**config.mk**
```make
export PLATFORM = sky130hd
export DESIGN_NAME = hook_ctrl
export DESIGN_NICKNAME = d
export VERILOG_FILES = /design/src/rtl/hook_ctrl.sv
export SDC_FILE = /design/constraint.sdc
export NUM_CORES = 1
export LEC_CHECK = 0
export ABC_CLOCK_PERIOD_IN_PS = 3550
export BUFFER_PORTS_ARGS = -buffer_cell sky130_fd_sc_hd__buf_4
export CAP_MARGIN = 20
export CORE_MARGIN = 2
export CORE_UTILIZATION = 55
export CTS_CLUSTER_SIZE = 10
export DETAILED_ROUTE_END_ITERATION = 6
export PLACE_DENSITY = 0.86
export SLEW_MARGIN = 10
export SYNTH_ARGS = -nofsm -noshare
export SYNTH_HDL_FRONTEND = slang
export SYNTH_SLANG_ARGS = --single-unit
export TNS_END_PERCENT = 30
```
**constraint.sdc**
```tcl
create_clock -name clk -period 3.55 [get_ports clk]
set_input_delay 0.1775 -clock clk [delete_from_list [all_inputs] [get_ports clk]]
set_output_delay 0.1775 -clock clk [all_outputs]
set_load 0.05 [all_outputs]
```
**src/rtl/hook_ctrl.sv**
```systemverilog
// Fishing-hook controller: drives the hook sprite row and mode, manages the bait stock,
// and pulses catch_pulse when a reeled-in fish reaches the surface.
module hook_ctrl #(
  parameter int unsigned TOP_V     = 62,
  parameter int unsigned BOTTOM_V  = 460,
  parameter int unsigned STEP      = 2,
  parameter int unsigned REEL_STEP = 4,
  parameter int unsigned BAIT_INIT = 3
) (
  input  logic       clk,
  input  logic       rst,
  input  logic       frame_tick,
  input  logic [9:0] mouse_y,
  input  logic       btn_left,
  input  logic       btn_right,
  input  logic       bite,
  input  logic       refill,
  output logic [1:0] mode,
  output logic [9:0] hook_v,
  output logic [3:0] bait_cnt,
  output logic       catch_pulse
);

  localparam logic [9:0] TOP_R    = 10'(TOP_V);
  localparam logic [9:0] BOTTOM_R = 10'(BOTTOM_V);
  localparam logic [9:0] STEP_R   = 10'(STEP);
  localparam logic [9:0] REEL_R   = 10'(REEL_STEP);
  localparam logic [3:0] BAIT_R   = 4'(BAIT_INIT);

  typedef enum logic [1:0] {
    S_IDLE   = 2'd0,
    S_HOOK   = 2'd1,
    S_BAITED = 2'd2,
    S_REEL   = 2'd3
  } state_t;

  state_t     state_q, state_d;
  logic [9:0] hook_q, hook_d;
  logic [3:0] bait_q, bait_d;
  logic       catch_q, catch_d;
  logic       btn_l_q, btn_r_q;
  logic       l_edge, r_edge;
  logic       bait_take;
  logic [9:0] target;

  function automatic logic [9:0] clamp_row(input logic [9:0] y);
    if (y < TOP_R)    return TOP_R;
    if (y > BOTTOM_R) return BOTTOM_R;
    return y;
  endfunction

  function automatic logic [9:0] step_toward(input logic [9:0] cur, input logic [9:0] tgt);
    logic [9:0] diff;
    if (tgt > cur) begin
      diff = tgt - cur;
      return (diff > STEP_R) ? cur + STEP_R : tgt;
    end
    diff = cur - tgt;
    return (diff > STEP_R) ? cur - STEP_R : tgt;
  endfunction

  function automatic logic [9:0] reel_up(input logic [9:0] cur);
    return (cur < TOP_R + REEL_R) ? TOP_R : cur - REEL_R;
  endfunction

  // take is only ever asserted with a non-zero count, so the subtraction cannot wrap
  function automatic logic [3:0] bait_update(input logic [3:0] cnt, input logic add,
                                             input logic take);
    logic [4:0] s;
    s = {1'b0, cnt};
    if (add)  s = s + 5'd5;
    if (take) s = s - 5'd1;
    return (s > 5'd15) ? 4'd15 : s[3:0];
  endfunction

  assign l_edge = btn_left  & ~btn_l_q;
  assign r_edge = btn_right & ~btn_r_q;
  assign target = clamp_row(mouse_y);

  always_comb begin
    state_d   = state_q;
    hook_d    = hook_q;
    catch_d   = 1'b0;
    bait_take = 1'b0;
    case (state_q)
      S_IDLE: begin
        hook_d = TOP_R;
        if (l_edge) state_d = S_HOOK;
      end
      S_HOOK: begin
        if (frame_tick) hook_d = step_toward(hook_q, target);
        if (l_edge && (hook_q == TOP_R) && (bait_q != 4'd0)) begin
          state_d   = S_BAITED;
          bait_take = 1'b1;
        end
      end
      S_BAITED: begin
        // a bite on a frame tick outranks a simultaneous discard
        if (bite && frame_tick) begin
          state_d = S_REEL;
        end else begin
          if (frame_tick) hook_d = step_toward(hook_q, target);
          if (r_edge) state_d = S_HOOK;
        end
      end
      S_REEL: begin
        if (hook_q == TOP_R) begin
          state_d = S_HOOK;
          catch_d = 1'b1;
        end else if (frame_tick) begin
          hook_d = reel_up(hook_q);
        end
      end
      default: state_d = S_IDLE;
    endcase
    bait_d = bait_update(bait_q, refill, bait_take);
  end

  always_ff @(posedge clk) begin
    if (rst) begin
      state_q <= S_IDLE;
      hook_q  <= TOP_R;
      bait_q  <= BAIT_R;
      catch_q <= 1'b0;
      btn_l_q <= 1'b0;
      btn_r_q <= 1'b0;
    end else begin
      state_q <= state_d;
      hook_q  <= hook_d;
      bait_q  <= bait_d;
      catch_q <= catch_d;
      btn_l_q <= btn_left;
      btn_r_q <= btn_right;
    end
  end

  assign mode        = state_q;
  assign hook_v      = hook_q;
  assign bait_cnt    = bait_q;
  assign catch_pulse = catch_q;

endmodule

```
==> metrics.txt, run 1 <==
Port Buf Inserts 33; fillers 451; Synth cell types 73; clk slew on worst S/H paths 0.07 ns; layout cells sized above 1 25.4%; Synth area leader ha_1; dpl ws -0.223 ns; DRT antenna net count 0; Worst Hold End btn_l_q; DR pass1 iterations 7; Sequential Power Share 18.7%; Post-synth ARST share 0%; Nets 549; HPWL after DPL 7850 um; Setup Crit Path Kind in2reg; crit share post-route 97.1%; first-pass GRT wire length 16400 um; Clock Tree Buf Depth 2; reg2reg start hook_v[2]; Clock Skews 0.00477 ns; Clock Sinks 19; Hold Crit Depth 2; f_max 0.290 GHz; Initial Util 56.5%; Clock Power Share 10.4%; flop2flop setup slack 0.38 ns; CTS tree yes; crit-path max cell delay 0.34 ns; buffer and inverter count on the worst path 5; Synth Register Bits 19; Hold Slack 0.130 ns; routed wire length 10200 um; CTS buffer count 3; Slew Limit Fails 0; family with the most delay on the worst path compound AO/OA/AOI/OAI gates; top cells by instance count after synthesis inv_1, nor2_1, ha_1; core area 0.00547 mm2; Final Critical Period 3.45 ns; Seq. cell area 380 um2; Comb power frac 70.9%; leak pwr 1.68 nW; RSZ-0062 raised after global routing true; WP data required 3.74 ns; crit-path cells buf_4, or2_4, nor4_4, nor2b_1, buf_4, nand2b_1, buf_4, inv_1, ha_1, nor2_1, a21oi_1, buf_4, a311oi_4, xnor2_1, o31a_1, and3_4, a32o_1, o31ai_2; post-synthesis sequential area ratio 12.3%; peak supply drop 0.381 mV; Final setup viols 0; number of inserted diodes 0; root buf cell clkbuf_8; initial antenna violation count 0; violated checks design-rule violations; number of flops mapped to enable cells by yosys 0; slew at the pin closest to its max-slew limit 0.630 ns; net switching power 0.778 mW; Pwr Total 1.54 mW; endpoint kind of the worst setup timing path flop; WP data arrival 3.63 ns; Max Cap Viol 0; Placer Congestion 0.994; Pint 0.758 mW; drc violations 4; synth warn 0; vias 3652; vias in the first global route 3558; RR Endpoint hook_v[9]; R2R cell count 12; switching share of power 50.7%; syn nets 482; Mapped Cells 431; Die Wd 79.0 um; first-iteration detailed-routing DRC count 361; Ports 34; syn avg cell area 7.17 um2; post-synth top area share 13.0%; Slew HR 58.0%; worst-skew pair later-pin latency 0.27 ns; area of the multi-input gates 0.00259 mm2; synthesized area 0.00309 mm2; Rows 27; die footprint 0.00623 mm2; wire per inst 17.9 um; Overflow after GRT 0; startpoint types input port; most used cell, CP buf_4; dominant synthesized flop cell dfxtp_1; synth top area cells ha_1, dfxtp_1, a21oi_1, o21ai_0, inv_1; HP Start btn_left; vias per cell 6.42; PD cells 398 mW/mm2; Tot GR Track Use 32.6%; Worst Path Max Fanout 3; Final Hold Viols 0; Hold Crit Class in2reg; Die Height 79.0 um; PnR worst setup slack 0.104 ns; H-tree depth 1; status finished with violations; largest net degree at the start of global routing 17; crit path max-delay cell type nor4_4; area growth from synthesis to layout 25.0%
worst reg2reg max path, stage by stage, from the launching register on:
cell	delay, ns
dfxtp_1	0.46
inv_1	0.20
ha_2	0.49
nand2_1	0.11
o21bai_1	0.17
a31oi_1	0.24
nor3_1	0.09
o211ai_1	0.22
a21oi_1	0.10
buf_4	0.17
or4_1	0.54
a21o_1	0.19
a21oi_1	0.13
logic make-up after synthesis:
logic type	Yosys count	synth area share, %
other cells	1	0.121
compound gates	136	30.7
fa+ha+maj	34	14.3
simple gates	157	26.6
flops	19	12.3
xor+xnor	20	5.67
buf+inv	55	7.33
mux	9	2.96
metrics by stage:
step	cells	instance area, um2	setup TNS, ns	utilization (%)
floorplan	431	3100	0	-
global placement	562	3690	-0.862	67.4
detailed placement	562	3690	-1.36	67.4
CTS	566	3730	0	68.2
global route	569	3860	-0.00821	70.6
finish	569	3860	0	70.6
routing by layer:
layer  vias up  track usage [%]  part of all wire [%]
met5         -                0                     0
met4         0             15.2                   4.4
met3        57             4.20                   7.2
met2       218             59.3                    49
met1      1676             37.6                    39
li1       1701                -                     -
power groups by stage:
| stage | Combinational [mW] | Sequential (mW) | Clock [mW] |
|---|---|---|---|
| 2_1_floorplan | 0.619 | 0.393 | 0 |
| 3_3_place_gp | 0.996 | 0.289 | 0 |
| 3_5_place_dp | 1.02 | 0.291 | 0 |
| 4_1_cts | 1.02 | 0.286 | 0.159 |
| 5_1_grt | 1.17 | 0.292 | 0.175 |
| 6_report | 1.09 | 0.287 | 0.160 |
worst max path at each step:
stage               slack [ns]        end  depth (start not counted)        from
global placement         -0.21  hook_v[9]                         17  mouse_y[5]
global route            -0.008  hook_v[9]                         18  mouse_y[1]
detailed placement       -0.22  hook_v[9]                         18  mouse_y[5]
floorplan                 0.07  hook_v[5]                         16  mouse_y[9]
CTS                       0.02  hook_v[9]                         18  mouse_y[5]
finish                    0.10  hook_v[5]                         18  mouse_y[9]
registers in the layout, indices dropped and copies added (netlist names):
signal and count:
bait_cnt 4, btn_l_q 1, btn_r_q 1, catch_pulse 1
hook_v 10, mode 2
cell type report:
| cell class | count | share of cell area (%) |
|---|---|---|
| Multi-Input combinational cell | 357 | 67.2 |
| Tap cell | 72 | 2.33 |
| Sequential cell | 19 | 9.85 |
| Clock inverter | 1 | 0.130 |
| Timing Repair Buffer | 83 | 16.1 |
| Inverter | 34 | 3.30 |
| Clock buffer | 3 | 1.07 |
cells in the final DEF (no fill, tap or decap), types with 8 or more instances in the layout:
cell / instances
nand2_1: 31
dfxtp_1: 19
xnor2_1: 13
nor2b_1: 10
mux2i_1: 8
ha_1: 28
a21oi_1: 28
nand3_1: 21
o21ai_0: 24
nand2b_1: 8
buf_4: 83
nor2_1: 34
inv_1: 34
nor3_1: 10
repair_timing:
action / 4_1_cts / 5_1_grt
gates resized for setup: 0 / 22
hold buffers: 0 / 0
buffers inserted: 0 / 3
endpoints found under the setup margin: 0 / 10
hold endpoints to repair: 0 / 0
Power figures use the tool's default switching activity.
==> run 2: changes to the inputs <==
- ABC_CLOCK_PERIOD_IN_PS: 3550 -> 4350
- CORE_UTILIZATION: 55 -> 56
- GPL_ROUTABILITY_DRIVEN: not set -> 0
- PLACE_DENSITY: 0.86 -> 0.84
- clock period: 3.55 -> 4.35 ns (I/O delays scaled with it)
==> metrics.txt, run 2 (synthesized netlist as in run 1, its figures left out) <==
Die Wd 78.3 um; Clock Sinks 19; vias per cell 6.58; Hold Crit Depth 2; WP data required 4.56 ns; max reg flops 10; PD cells 337 mW/mm2; Max Cap Viol 0; Setup Crit Path Kind in2reg; largest net degree at the start of global routing 17; Post-Route Setup TNS 0 ns; area growth from synthesis to layout 10.4%; Die Height 78.3 um; HPWL after DPL 6980 um; layout cells sized above 1 14.2%; Nets 504; Tot GR Track Use 29.0%; DR pass1 iterations 5; root buf cell clkbuf_8; DRT antenna net count 0; HP Start btn_left; hold buffer count at CTS 0; status complete, no violations; slew at the pin closest to its max-slew limit 0.610 ns; core area 0.00541 mm2; leak pwr 1.45 nW; Overflow after GRT 0; f_max 0.257 GHz; Ports 34; crit share post-route 89.3%; Clock Skews 0.00512 ns; Port Buf Inserts 33; worst-skew pair later-pin latency 0.26 ns; Hold Slack 0.179 ns; RR Endpoint hook_v[7]; routed wire length 8920 um; endpoint kind of the worst setup timing path flop; Final Hold Viols 0; Final Critical Period 3.88 ns; Rows 27; number of inserted diodes 0; Initial Util 57.2%; Layout Utilization 63.1%; most frequent cells in the layout buf_4, inv_1, nor2_1; die footprint 0.00613 mm2; Slew Limit Fails 0; clk slew on worst S/H paths 0.08 ns; R2R cell count 11; postcts setup bufs 0; Worst Path Max Fanout 7; Clock Tree Buf Depth 2; first-iteration detailed-routing DRC count 544; CTS buffer count 3; vias in the first global route 2977; startpoint types input port; Final setup viols 0; flop2flop setup slack 0.69 ns; initial antenna violation count 0; Slew HR 59.1%; # resized after CTS 0; RSZ-0062 raised after global routing false; commonest non-fill, non-tap cell in the layout buf_4; reg2reg start hook_v[4]; Worst Hold End btn_l_q; vias 3450; drc violations 0; Hold Crit Class in2reg; CTS tree yes; peak supply drop 0.320 mV; H-tree depth 1; WP data arrival 4.09 ns; wire per inst 17.0 um; first-pass GRT wire length 14500 um
-- run 2: cell count changes in the layout (fill, tap and decap cells not counted), sizes merged --
cell,before,now
buf,83,38
-- run 2: worst max-delay path by stage --
stage / start / endpoint / slack (ns) / cells after the start
floorplan: mouse_y[9] / hook_v[5] / 0.68 / 16
global placement: mouse_y[3] / hook_v[3] / 0.37 / 16
detailed placement: mouse_y[3] / hook_v[8] / 0.30 / 17
CTS: mouse_y[9] / hook_v[8] / 0.55 / 17
global route: mouse_y[3] / hook_v[7] / 0.18 / 16
finish: mouse_y[3] / hook_v[8] / 0.47 / 17
-- run 2: where the power goes --
| group | leakage, nW | total (mW) | internal, mW | switching, mW |
|---|---|---|---|---|
| logic | 1.27 | 0.769 | 0.287 | 0.482 |
| clock network | 0.0255 | 0.127 | 0.0638 | 0.0629 |
| registers | 0.156 | 0.255 | 0.200 | 0.0552 |
| total | 1.45 | 1.15 | 0.551 | 0.600 |
-- run 2: final cells by class --
class / instances / area [um2]
fillers: 504 / 1990
inverters: 34 / 128
clock inverters: 1 / 5.00
repair buffers: 38 / 285
multi-input cells: 357 / 2480
clock buffers: 3 / 41.3
flip-flops and latches: 19 / 380
well taps: 72 / 90.1
-- run 2: per-layer routing --
| metal | wire length [um] | global-route usage [%] |
|---|---|---|
| met5 | 0 | 0 |
| met4 | 232 | 9.47 |
| met3 | 799 | 3.22 |
| met2 | 3910 | 45.2 |
| met1 | 3970 | 41.7 |
-- run 2: stage by stage --
step                      total power [mW]  cell area, um2  instances  worst slack (ns)
final                                 1.15            3410        524             0.465
after floorplan                      0.826            3090        431             0.685
after global placement               0.985            3370        520             0.370
after CTS                             1.13            3410        524             0.550
after global routing                  1.23            3410        524             0.176
after detailed placement              1.00            3370        520             0.297
-- run 2: critical path, cell delays in order --
cell and delay [ns]:
buf_4 0.11, nand2_1 0.10, o21ai_0 0.12, a41oi_1 0.36, nor2b_1 0.31, nand2_1 0.14
ha_1 0.24, fa_1 0.42, nand2b_1 0.19, a21oi_1 0.23, a311o_1 0.25, a21o_1 0.19
a31o_2 0.29, nor3_1 0.09, a21o_1 0.23, a221oi_1 0.38, o221a_1 0.23
